===== src/rtl/iter_product_if.sv =====
// Request/result bundle for iter_product: operands and control in, status and result out.
interface iter_product_if #(
  parameter int unsigned W  = 32,
  parameter int unsigned NW = 8
);
  logic          start;
  logic [1:0]    mode;
  logic [NW-1:0] n;
  logic [W-1:0]  x;
  logic          abort;
  logic          ready;
  logic          done;
  logic [W-1:0]  f;
  logic          ovf;

  modport master (output start, mode, n, x, abort, input  ready, done, f, ovf);
  modport slave  (input  start, mode, n, x, abort, output ready, done, f, ovf);
endinterface


===== src/rtl/iter_product.sv =====
// Iterated product engine: n!, x^n or n!! built from repeated W-cycle shift-add multiplies.
module iter_product #(
  parameter int unsigned W  = 32,
  parameter int unsigned NW = 8
) (
  input  logic           clk,
  input  logic           rst_n,
  iter_product_if.slave  bus
);

  localparam int unsigned CW = $clog2(W);
  localparam logic [1:0]  M_POW   = 2'b01;
  localparam logic [1:0]  M_DFACT = 2'b10;

  typedef enum logic [2:0] {S_IDLE, S_LOAD, S_MUL, S_UPDATE, S_DONE} state_t;

  state_t        r_state, w_next;
  logic [1:0]    r_mode;
  logic [NW-1:0] r_n, r_k;
  logic [W-1:0]  r_x, r_acc, r_fac, r_hi, r_lo, r_f;
  logic [CW-1:0] r_cnt;
  logic          r_ovf, r_ready, r_done;

  logic          w_busy, w_abort, w_mul_last;
  logic [NW:0]   w_n_inc;
  logic [NW-1:0] w_k_init;
  logic [W-1:0]  w_fac_init, w_fac_step;
  logic [W:0]    w_addend, w_sum;

  assign w_busy     = (r_state == S_LOAD) || (r_state == S_MUL) || (r_state == S_UPDATE);
  assign w_abort    = bus.abort && w_busy;
  assign w_mul_last = (r_cnt == CW'(W - 1));

  // Mode 11 falls through to the factorial paths since only 01 and 10 are decoded.
  assign w_n_inc    = {1'b0, r_n} + (NW+1)'(1);
  assign w_k_init   = (r_mode == M_DFACT) ? w_n_inc[NW:1] : r_n;
  assign w_fac_init = (r_mode == M_POW) ? r_x : W'(r_n);
  assign w_fac_step = (r_mode == M_POW)   ? r_fac :
                      (r_mode == M_DFACT) ? r_fac - W'(2) : r_fac - W'(1);

  // Right-shifting product: accumulator added into the high half when the multiplier LSB is set.
  assign w_addend = r_lo[0] ? {1'b0, r_acc} : '0;
  assign w_sum    = {1'b0, r_hi} + w_addend;

  always_ff @(posedge clk or negedge rst_n) begin
    if (!rst_n) r_state <= S_IDLE;
    else        r_state <= w_next;
  end

  always_comb begin
    w_next = r_state;
    case (r_state)
      S_IDLE:   if (bus.start) w_next = S_LOAD;
      S_LOAD:   w_next = (w_k_init == '0) ? S_DONE : S_MUL;
      S_MUL:    if (w_mul_last) w_next = S_UPDATE;
      S_UPDATE: w_next = (r_k == NW'(1)) ? S_DONE : S_MUL;
      S_DONE:   w_next = S_IDLE;
      default:  w_next = S_IDLE;
    endcase
    if (w_abort) w_next = S_IDLE;
  end

  always_ff @(posedge clk or negedge rst_n) begin
    if (!rst_n) begin
      r_mode <= '0;
      r_n    <= '0;
      r_x    <= '0;
      r_k    <= '0;
      r_acc  <= '0;
      r_fac  <= '0;
      r_hi   <= '0;
      r_lo   <= '0;
      r_cnt  <= '0;
      r_f    <= '0;
      r_ovf  <= 1'b0;
    end else if (w_abort) begin
      r_ovf <= 1'b0;
    end else begin
      case (r_state)
        S_IDLE: if (bus.start) begin
          r_mode <= bus.mode;
          r_n    <= bus.n;
          r_x    <= bus.x;
          r_ovf  <= 1'b0;
        end
        S_LOAD: begin
          r_acc <= W'(1);
          r_k   <= w_k_init;
          r_fac <= w_fac_init;
          r_hi  <= '0;
          r_lo  <= w_fac_init;
          r_cnt <= '0;
          if (w_k_init == '0) r_f <= W'(1);
        end
        S_MUL: begin
          {r_hi, r_lo} <= {w_sum, r_lo[W-1:1]};
          r_cnt        <= r_cnt + CW'(1);
        end
        S_UPDATE: begin
          r_acc <= r_lo;
          r_ovf <= r_ovf | (|r_hi);
          r_k   <= r_k - NW'(1);
          r_fac <= w_fac_step;
          r_hi  <= '0;
          r_lo  <= w_fac_step;
          r_cnt <= '0;
          if (r_k == NW'(1)) r_f <= r_lo;
        end
        default: ;
      endcase
    end
  end

  // Status flags registered from the next state so they line up with the state they describe.
  always_ff @(posedge clk or negedge rst_n) begin
    if (!rst_n) begin
      r_ready <= 1'b1;
      r_done  <= 1'b0;
    end else begin
      r_ready <= (w_next == S_IDLE);
      r_done  <= (w_next == S_DONE);
    end
  end

  assign bus.ready = r_ready;
  assign bus.done  = r_done;
  assign bus.f     = r_f;
  assign bus.ovf   = r_ovf;

endmodule


===== src/flat_wrapper.sv =====
// flat-port wrapper written by rule: the top's interface ports become plain ports
module iter_product_flat 
#(
  parameter int unsigned W  = 32,
  parameter int unsigned NW = 8
)
  (clk, rst_n, bus_start, bus_mode, bus_n, bus_x, bus_abort, bus_ready, bus_done, bus_f, bus_ovf);
  iter_product_if #(.W(W), .NW(NW)) bus_i ();
  input  logic clk;
  input  logic rst_n;
  input wire logic [$bits(bus_i.start)-1:0] bus_start;
  input wire logic [$bits(bus_i.mode)-1:0] bus_mode;
  input wire logic [$bits(bus_i.n)-1:0] bus_n;
  input wire logic [$bits(bus_i.x)-1:0] bus_x;
  input wire logic [$bits(bus_i.abort)-1:0] bus_abort;
  output wire logic [$bits(bus_i.ready)-1:0] bus_ready;
  output wire logic [$bits(bus_i.done)-1:0] bus_done;
  output wire logic [$bits(bus_i.f)-1:0] bus_f;
  output wire logic [$bits(bus_i.ovf)-1:0] bus_ovf;
  assign bus_i.start = bus_start;
  assign bus_i.mode = bus_mode;
  assign bus_i.n = bus_n;
  assign bus_i.x = bus_x;
  assign bus_i.abort = bus_abort;
  assign bus_ready = bus_i.ready;
  assign bus_done = bus_i.done;
  assign bus_f = bus_i.f;
  assign bus_ovf = bus_i.ovf;
  iter_product #(.W(W), .NW(NW)) u_core (.clk(clk), .rst_n(rst_n), .bus(bus_i));
endmodule

===== config.mk =====
export PLATFORM = sky130hd
export DESIGN_NAME = iter_product_flat
export DESIGN_NICKNAME = d
export VERILOG_FILES = /design/src/rtl/iter_product_if.sv /design/src/rtl/iter_product.sv /design/src/flat_wrapper.sv
export SDC_FILE = /design/constraint.sdc
export NUM_CORES = 1
export LEC_CHECK = 0
export BUFFER_PORTS_ARGS = -buffer_cell sky130_fd_sc_hd__buf_4
export CORE_UTILIZATION = 45
export DETAILED_ROUTE_END_ITERATION = 10
export PLACE_DENSITY_LB_ADDON = 0.3
export SYNTH_ARGS = -nofsm -noshare
export SYNTH_HDL_FRONTEND = slang
export SYNTH_SLANG_ARGS = --single-unit

===== constraint.sdc =====
create_clock -name clk -period 8.89 [get_ports clk]
set_input_delay 0 -clock clk [delete_from_list [all_inputs] [get_ports clk]]
set_output_delay 0 -clock clk [all_outputs]
set_load 0.01 [all_outputs]

==> key figures <==
CTS
  • Clk slew on worst S/H paths: 60 ps
  • TritonCTS clock tree: done
  • Root buf cell: clkbuf_16
  • Total setup buffers inserted after CTS: 0
  • Post-cts hold buffer count: 44
  • Worst skew pair latency: 540 ps
  • Max Root-Sink Buffers: 3
  • Post-CTS sizing: 0
  • # clock sinks: 221
  • Num CTS Buffers: 26
  • H-tree levels: 1

Logic synthesis
  • Unique masters post-synth: 70
  • Seq/Total Area, Yosys: 44.57%
  • Gate Count Post-Synth: 1,367
  • Cell taking the most area after synthesis: dfrtp_1
  • Syn_nets: 1,453
  • Largest cells by area after synthesis: dfrtp_1 44%, nand2_1 4.8%, o21ai_0 4.4%, a21oi_1 4.2%, ha_1 3.9%
  • Synth top area share: 44.36%
  • Async set-reset flop share out of synthesis: 100.0%
  • Flops & latches, synth: 221
  • Synth Flop Type: dfrtp_1
  • Post-synth EDFFs: 0
  • Synth Area per Inst: 9.079 um2
  • Yosys warns: 0
  • Synthesized area: 12,410 um2

Routing
  • Total iterations of the first detailed-routing run: 7
  • Vias: 10,700
  • Final ANT Viol Nets: 0
  • WL per Instance: 18.73 um
  • Routed WL: 33,780 um
  • Via/cell ratio: 5.933
  • DRC Markers: 0
  • DRT iter0 DRCs: 1,040

Power and ir drop
  • Worst vdd ir: 0.1585 mV
  • PD cells: 267.2 nW/um2
  • Leak: 6.519 nW

Final layout
  • Area grow syn2layout: 17.07%
  • Nets: 1,530
  • Multi-input logic area: 6464 um2
  • Diodes inserted: 0
  • Most frequent cells in the layout: 220 x dfrtp_1, 159 x nand2_1, 112 x nor2_1, 110 x o21ai_0, 102 x a21oi_1
  • Share of layout cells above drive strength 1: 13.33%
  • Non-filler cells in the finished layout: 1,804
  • Fillers: 2,449
  • Register area: 5532 um2
  • Commonest non-fill, non-tap cell in the layout: dfrtp_1

Setup path
  • CP cell instances: and2_1 -> ha_1 -> inv_1 -> fa_1 -> nor2b_1 -> o2111ai_1 -> a211oi_1 -> a21oi_1 -> o31ai_1 -> mux2i_1 -> nand2_1
  • CP Launch Type: flip-flop
  • Worst r2r src: u_core.r_lo[0]$_DFFE_PN0P_
  • Worst Path Required: 9300 ps
  • Crit end category: flip-flop
  • Crit Path Class: reg -> reg
  • CP Max Fanout: 34
  • Max incr delay on CP: 1010 ps
  • WP data arrival: 4140 ps
  • Worst Setup SP: u_core.r_lo[0]$_DFFE_PN0P_
  • Slowest CP cell: dfrtp_1

Floorplan
  • Starting Density: 45.92%
  • CORE AREA: 27,030 um2
  • Die area: 28,250 um2
  • FP Rows: 60
  • Chip width: 168.1 um
  • Die H: 168.1 um
  • Num ports: 81

Timing
  • FMAX: 268.3 MHz
  • RSZ-0062 raised after global routing: no
  • Final setup vio count: 0
  • Final critical-path required period: 3728 ps
  • Final hold vios: 0
  • Setup_tns: 0 ps
  • Final Cycle Share: 41.93%
  • Worst slew pin tran: 1113 ps
  • Worst Skew: 18.31 ps
  • Final-report max-slew violation count: 0
  • Slew headroom: 25.56%

GRT
  • Total grt overflow: 0
  • Largest net degree at the start of global routing: 103
  • Initial antenna violation count: 0
  • GRT Resource Usage Total: 24.18%
  • Number of global-route vias before repair: 10,260
  • First-pass GRT wire length: 55,440 um

Place
  • PortBufs: 80
  • GPL Wtd Cong: 0.9154
  • Dpl cells: 1,713
  • Hpwl dp: 22,630 um

Run status
  • Outcome: finished clean

Min path
  • Min-Delay Path Class: in -> async

Run
  • Max Cap Viol: 0
cell type report:
class | instances | area share (%)
sequential | 221 | 38.07
timing repair buffer | 141 | 8.095
clock buffer | 33 | 5.003
multi-input combinational | 1032 | 44.49
inverter | 22 | 0.5684
tap | 341 | 2.937
clock inverter | 14 | 0.8353
path summary, 6_finish.rpt:
kind / to / slack, ps / cells after the start
max: u_core.r_hi[27]$_DFFE_PN0P_ / 5160 / 11
min: u_core.r_hi[6]$_DFFE_PN0P_ / 30 / 2
max reg2reg: u_core.r_hi[27]$_DFFE_PN0P_ / 5160 / 11
min reg2reg: u_core.r_acc[18]$_DFFE_PN0P_ / 470 / 2
max in group asynchronous: u_core.r_cnt[0]$_DFFE_PN0P_ / 6670 / 4
min in group clk: u_core.r_n[6]$_DFFE_PN0P_ / 220 / 4
sequential cells by signal (all words and copies together), names as in the netlist, 2 cells and up:
register,cells
u_core.r_mode,2
u_core.r_hi,32
u_core.r_cnt,5
u_core.r_k,8
u_core.r_acc,32
u_core.r_x,32
u_core.r_state,3
u_core.r_lo,32
u_core.bus.f,32
u_core.r_fac,32
u_core.r_n,8
per-layer routing:
layer / track usage (%) / share of wire [%]
met2: 36.88 / 44
met5: 0 / 0
met4: 7.708 / 2.8
met1: 35.74 / 47
met3: 2.938 / 6.2
synth_stat cells, types with 17 or more instances:
| master | n |
|---|---|
| mux2_2 | 41 |
| nor4_1 | 17 |
| and2_1 | 36 |
| ha_1 | 39 |
| nand2_1 | 160 |
| inv_1 | 21 |
| o2bb2ai_1 | 31 |
| a21oi_1 | 103 |
| nor2_1 | 113 |
| dfrtp_1 | 220 |
| o21ai_0 | 110 |
| nand3_1 | 65 |
| clkbuf_1 | 83 |
| xnor2_1 | 23 |
| xor2_1 | 34 |
| a222oi_1 | 20 |
| nand2b_1 | 18 |
| nor3_1 | 30 |
per-stage QoR:
| step | total power, mW | utilization (%) | area, um2 | hold WS (ps) | worst slack [ps] |
|---|---|---|---|---|---|
| after floorplan | 2.423 | - | 12410 | -295.6 | 6025 |
| after global placement | 2.785 | 48.99 | 13240 | 114.1 | 5318 |
| after detailed placement | 2.812 | 48.99 | 13240 | 114.9 | 5210 |
| after CTS | 3.882 | 53.76 | 14530 | 156.9 | 5184 |
| after global routing | 4.119 | 53.76 | 14530 | 165.9 | 4800 |
| final | 3.882 | 53.76 | 14530 | 31.63 | 5162 |
power by group:
| part | switching, mW | internal [mW] | leakage, nW |
|---|---|---|---|
| clock network | 0.438 | 0.609 | 0.416 |
| logic | 0.688 | 0.504 | 3.26 |
| registers | 0.354 | 1.29 | 2.84 |
cell families (layout without fill, tap and decap cells):
group / count (synthesis) / count (layout) / share of synthesized area, %
AO/OA/AOI/OAI: 385 / 385 / 20.02
AND/OR/NAND/NOR: 501 / 501 / 19.37
XOR/XNOR: 57 / 57 / 4.023
flip-flops: 221 / 221 / 44.57
buffers and inverters: 114 / 210 / 3.559
adder cells (fa/ha/maj): 40 / 40 / 4.093
multiplexers: 49 / 49 / 4.365
worst max-delay path: cells and delay by family, from the launching register on:
| kind | cells | cell delay, ps |
|---|---|---|
| AO/OA/AOI/OAI | 4 | 1230 |
| flip-flops | 1 | 1010 |
| adder cells (fa/ha/maj) | 2 | 570 |
| AND/OR/NAND/NOR | 3 | 480 |
| multiplexers | 1 | 240 |
| buffers and inverters | 1 | 50 |
(Power assumes the default switching activity.)
